[config.mk]
export PLATFORM = sky130hd
export DESIGN_NAME = gsim_row_sched
export DESIGN_NICKNAME = d
export VERILOG_FILES = /design/src/rtl/gsim_row_sched.sv
export SDC_FILE = /design/constraint.sdc
export NUM_CORES = 2
export LEC_CHECK = 0
export ABC_CLOCK_PERIOD_IN_PS = 43800
export BUFFER_PORTS_ARGS = -buffer_cell sky130_fd_sc_hd__buf_2
export CORE_MARGIN = 2
export CORE_UTILIZATION = 55
export DETAILED_ROUTE_END_ITERATION = 10
export GPL_ROUTABILITY_DRIVEN = 0
export PLACE_DENSITY = 0.82
export SLEW_MARGIN = 25
export SYNTH_ARGS = -nofsm -noshare
export SYNTH_HDL_FRONTEND = slang
export SYNTH_SLANG_ARGS = --single-unit
[constraint.sdc]
create_clock -name i_clk -period 43.8 [get_ports i_clk]
set_clock_uncertainty 0.15 [all_clocks]
set_input_delay 8.76 -clock i_clk [delete_from_list [all_inputs] [get_ports i_clk]]
set_output_delay 8.76 -clock i_clk [all_outputs]
set_load 0.1 [all_outputs]
[src/rtl/gsim_row_sched.sv]
// Row-fetch scheduler for the Gauss-Seidel solver: issues matrix-memory reads with
// FIFO credits and presents tagged 256-bit rows to the compute core.
module gsim_row_sched #(
   parameter int DEPTH = 4,
   parameter int ITERS = 16
) (
   input  logic         i_clk,
   input  logic         i_reset,
   input  logic         i_start,
   input  logic [4:0]   i_matrix_num,
   output logic         o_busy,
   output logic         o_done,
   output logic         o_mem_rreq,
   output logic [9:0]   o_mem_addr,
   input  logic         i_mem_rrdy,
   input  logic [255:0] i_mem_dout,
   input  logic         i_mem_dout_vld,
   output logic         o_row_vld,
   output logic [255:0] o_row_data,
   output logic [4:0]   o_row_idx,
   output logic [4:0]   o_row_mat,
   output logic [3:0]   o_row_iter,
   output logic         o_row_last,
   input  logic         i_row_rdy,
   output logic         o_err
);
   // state | meaning
   // IDLE  | waiting for i_start
   // ISSUE | issuing row reads under FIFO credit
   // DRAIN | all reads issued, waiting for FIFO and in-flight to empty
   // DONE  | one-cycle o_done pulse

   localparam int AW = (DEPTH > 1) ? $clog2(DEPTH) : 1;
   localparam int CW = AW + 1;
   localparam logic [CW:0] DEPTH_C = (CW + 1)'(DEPTH);
   localparam logic [3:0]  ITER_LAST = 4'(ITERS - 1);

   typedef enum logic [1:0] {IDLE, ISSUE, DRAIN, DONE} state_t;

   typedef struct packed {
      logic [4:0] mat;
      logic [3:0] iter;
      logic [4:0] row;
   } pos_t;

   localparam pos_t POS_START = '{mat: 5'd0, iter: 4'd0, row: 5'd16};

   // b row (16) first, then rows 0..15 for each iteration, then next matrix
   function automatic pos_t pos_next(input pos_t p);
      pos_t n;
      n = p;
      if (p.row == 5'd16) begin
         n.row = 5'd0;
      end else if (p.row == 5'd15) begin
         if (p.iter == ITER_LAST) begin
            n.row  = 5'd16;
            n.iter = 4'd0;
            n.mat  = p.mat + 5'd1;
         end else begin
            n.row  = 5'd0;
            n.iter = p.iter + 4'd1;
         end
      end else begin
         n.row = p.row + 5'd1;
      end
      return n;
   endfunction

   state_t         state, state_nxt;
   logic [4:0]     mat_num;
   pos_t           iss_pos, pop_pos;
   logic [255:0]   fifo_mem [DEPTH];
   logic [AW-1:0]  wr_ptr, rd_ptr;
   logic [CW-1:0]  fifo_count, inflight;
   logic [CW-1:0]  count_nxt, inflight_nxt;
   logic [CW:0]    occupancy;
   logic           accept, push, pop_fire, iss_last;

   assign occupancy = (CW + 1)'(fifo_count) + (CW + 1)'(inflight);
   assign accept    = o_mem_rreq && i_mem_rrdy;
   assign push      = i_mem_dout_vld && (inflight != '0);
   assign pop_fire  = o_row_vld && i_row_rdy;
   assign iss_last  = (iss_pos.row == 5'd15) && (iss_pos.iter == ITER_LAST) &&
                      (iss_pos.mat == mat_num - 5'd1);

   assign count_nxt    = fifo_count + CW'(push) - CW'(pop_fire);
   assign inflight_nxt = inflight + CW'(accept) - CW'(push);

   always_comb begin
      state_nxt  = state;
      o_busy     = 1'b0;
      o_done     = 1'b0;
      o_mem_rreq = 1'b0;
      case (state)
         IDLE: begin
            if (i_start) state_nxt = (i_matrix_num == 5'd0) ? DONE : ISSUE;
         end
         ISSUE: begin
            o_busy     = 1'b1;
            o_mem_rreq = (occupancy < DEPTH_C);
            if (accept && iss_last) state_nxt = DRAIN;
         end
         DRAIN: begin
            o_busy = 1'b1;
            // look at next-cycle occupancy so o_done lands one cycle after the final pop
            if (count_nxt == '0 && inflight_nxt == '0) state_nxt = DONE;
         end
         DONE: begin
            o_done    = 1'b1;
            state_nxt = IDLE;
         end
         default: state_nxt = IDLE;
      endcase
   end

   always_ff @(posedge i_clk or posedge i_reset) begin
      if (i_reset) begin
         state      <= IDLE;
         mat_num    <= '0;
         iss_pos    <= '0;
         pop_pos    <= '0;
         wr_ptr     <= '0;
         rd_ptr     <= '0;
         fifo_count <= '0;
         inflight   <= '0;
         o_err      <= 1'b0;
      end else begin
         state      <= state_nxt;
         fifo_count <= count_nxt;
         inflight   <= inflight_nxt;
         if (state == IDLE && i_start) begin
            mat_num <= i_matrix_num;
            iss_pos <= POS_START;
            pop_pos <= POS_START;
         end else begin
            if (accept)   iss_pos <= pos_next(iss_pos);
            if (pop_fire) pop_pos <= pos_next(pop_pos);
         end
         if (push)     wr_ptr <= wr_ptr + 1'b1;
         if (pop_fire) rd_ptr <= rd_ptr + 1'b1;
         if (i_mem_dout_vld && inflight == '0) o_err <= 1'b1;
      end
   end

   always_ff @(posedge i_clk or posedge i_reset) begin
      if (i_reset) begin
         for (int i = 0; i < DEPTH; i++) fifo_mem[i] <= '0;
      end else if (push) begin
         fifo_mem[wr_ptr] <= i_mem_dout;
      end
   end

   assign o_mem_addr = (10'(iss_pos.mat) * 10'd17) + 10'(iss_pos.row);
   assign o_row_vld  = (fifo_count != '0);
   assign o_row_data = fifo_mem[rd_ptr];
   assign o_row_idx  = pop_pos.row;
   assign o_row_mat  = pop_pos.mat;
   assign o_row_iter = pop_pos.iter;
   assign o_row_last = (pop_pos.row == 5'd15) && (pop_pos.iter == ITER_LAST);

endmodule

==> metrics.md <==
| Metric | Value |
|---|---|
| Fill count | ~5800 |
| Final core occ | ~64% |
| H-tree depth | 3 |
| Most common cell after layout, fill and taps aside | dfrtp_1 |
| Largest net degree at the start of global routing | 225 |
| Core area | between 80000 and 90000 sq um |
| Syn Nets | between 3000 and 4000 |
| Setup TNS | 0 ns |
| Tot GR Track Use | 24.7% |
| CP peak stage delay | 0.51 ns |
| Final min period | about 13 ns |
| Worst hold path cell count | 1 |
| Initial antenna violation count | 43 |
| Synthesized area | 46700 sq um |
| Fin worst setup slack | ~31 ns |
| Period utilisation layout | between 20% and 30% |
| Hpwl dp | between 60000 and 70000 microns |
| Reg2reg setup slack | ~39 ns |
| ANT nets after route | 0 |
| Share of post-route cells with drive strength above 1 | between 60% and 70% |
| Worst hold path type | flip-flop to flip-flop |
| Post-cts resize count | 0 |
| Yosys reg bits | 1070 |
| Max Freq | between 0.07 and 0.08 GHz |
| Reg2reg end | fifo_mem[9] |
| Netlist cell types | 43 |
| Vias in the first global route | between 30000 and 40000 |
| Num rows | 106 |
| Post-synthesis cell count | 2769 |
| Async SR Flop Fraction | between 90% and 100% |
| Clock Path Buffers | 3 |
| Hold path endpoint | o_err |
| Worst skew pair latency | between 0.6 and 0.7 ns |
| Drt first pass iters | 4 |
| Top FF cell, synth | dfrtp_1 |
| Sum of buffers and inverters on the critical path | 1 |
| Worst r2r src | inflight[0] |
| Cts bufs inserted | 106 |
| Worst-margin pin slew | between 1 and 1.5 ns |
| Most frequent cells in the layout | 1068 x dfrtp_1, 1027 x mux2_2, 552 x buf_2 |
| First-pass GRT wire length | ~170000 microns |
| Number of hold buffers added after CTS | 0 |
| Crit path max-delay family | adder cells |
| Mean area per synthesized cell | approximately 17 sq um |
| # setup viols final | 0 |
| Crit-path most repeated cell | ha_1 |
| DR WL/cell | 23.6 microns |
| Worst-path clk slew | roughly 0.06 ns |
| RSZ-0062 raised after global routing | no |
| Die Area | approximately 87000 sq um |
| Final Hold Vio Count | 0 |
| CTS tree | built |
| Io pins | ~550 |
| Hold Path Origin | o_err |
| DRC | 0 |
| Worst-path cell chain | ha_1 -> ha_1 -> ha_1 -> fa_1 -> a21o_1 -> a21oi_1 -> nor2b_1 -> o21ai_0 -> xnor2_1 -> buf_2 |
| Dpl ws | approximately 30 ns |
| Postcts setup bufs | 0 |
| Via count | between 20000 and 30000 |
| Worst-path fanout max | 8 |
| Crit path DAT | 3.70 ns |
| Worst R2R Path Depth | 7 |
| Die H | between 200 and 300 microns |
| Area grow syn2layout | 15.6% |
| Total Nets Final | about 3600 |
| Post-synth EDFFs | 0 |
| Critical Path RT | between 30 and 40 ns |
| Outcome | finished clean |
| Clk sinks | 1070 |
| IO buf count | 552 |
| Initial core utilization | roughly 56% |
| Drt total wl | approximately 110000 microns |
| Relative max-transition margin | a little over a quarter |
| Slowest CP cell | dfrtp_1 |
| Avg Vias per Cell | roughly 5.8 |
| Clk root buf | clkbuf_16 |
| CP endpoint kind | primary output |
| Yosys warns | 0 |
| Worst Setup Start Kind | flip-flop |
| Max Slew Vio Count | 0 |
| Sequential area share after synthesis | between 50% and 60% |
| GRT overflow | 0 |
| Die Wd | 295 microns |
| Crit Path Class | flip-flop to primary output |
| Initial DRC Count | 1388 |
| # Max-Cap Violations | 0 |
[how the worst max path moves through the flow]
stage | startpoint | end | slack, ns | cells after the start
global placement | i_reset | fifo_mem[260] | 30.70 | 6
CTS | i_reset | fifo_mem[10] | 31.09 | 6
detailed placement | i_reset | fifo_mem[10] | 30.38 | 6
global route | i_reset | fifo_mem[38] | 30.84 | 7
floorplan | i_reset | fifo_count[0] | 4.77 | 1
finish | iss_pos[11] | o_mem_addr[8] | 31.19 | 10
[worst reg2reg max path, delay by kind of cell, from the launching register on]
kind | cells | cell delay [ns]
and+or+nand+nor | 3 | 1.15
buffers and inverters | 3 | 2.12
DFF | 1 | 0.40
muxes | 1 | 0.50
[cell usage after synthesis, drive strengths merged (6+ instances only)]
library cell / count / area share (%)
a21oi: 17 / 0.18
buf: 163 / 1.7
clkbuf: 14 / 0.11
dfrtp: 1070 / 57
ha: 39 / 1.0
inv: 23 / 0.18
mux2: 1027 / 25
mux4: 256 / 12
nand2: 23 / 0.18
nand3: 10 / 0.13
nand4: 6 / 0.080
nor2: 21 / 0.17
nor2b: 8 / 0.12
nor3: 10 / 0.11
o21ai: 10 / 0.11
xnor2: 19 / 0.37
xor2: 10 / 0.19
[per-layer routing]
layer  up-vias  global-route usage [%]  share of wire (%)
met5         -                       0               0.24
met4        40                    10.7                4.3
met3       271                    6.19                6.1
met2       694                    42.5                 51
met1     14000                    29.6                 38
li1      11400                       -                  -
[cell type report]
type,count,area [sq um],share of cell area [%]
Antenna cell,24,60.1,0.111
Timing Repair Buffer,587,3210,5.94
Multi-Input combinational cell,1499,19000,35.2
Clock buffer,164,3080,5.71
Tap cell,1134,1420,2.63
Sequential cell,1070,26800,49.6
Clock inverter,27,335,0.621
Inverter,23,93.8,0.174
[stage by stage]
stage / instances / cell area [sq um] / hold slack [ns]
6_report: 4528 / 54000 / 0.323
4_1_cts: 4500 / 53800 / 0.316
3_5_place_dp: 4309 / 50400 / 0.301
2_1_floorplan: 2769 / 46700 / 0.324
5_1_grt: 4525 / 54000 / 0.346
3_3_place_gp: 4307 / 50400 / 0.300
[cell families (layout without fill, tap and decap cells)]
kind of cell | Yosys count | count (layout) | synth area share, %
fa+ha+maj | 43 | 43 | 1.22
xor+xnor | 29 | 29 | 0.560
simple gates | 101 | 101 | 1.21
compound gates | 40 | 40 | 0.490
flops | 1070 | 1070 | 57.3
mux | 1286 | 1286 | 37.2
buf+inv | 200 | 801 | 2.03
other cells | 0 | 24 | 0
[registers in the layout, summed over array words and instances (netlist names)]
register	count
fifo_count	3
fifo_mem	1024
inflight	3
iss_pos	14
mat_num	5
o_err	1
o_row_idx	5
o_row_iter	4
o_row_mat	5
rd_ptr	2
state	2
wr_ptr	2
Power is left out: the tool's default activity adds up to more than one toggle a clock period on the data nets, which glitch-free logic cannot reach.
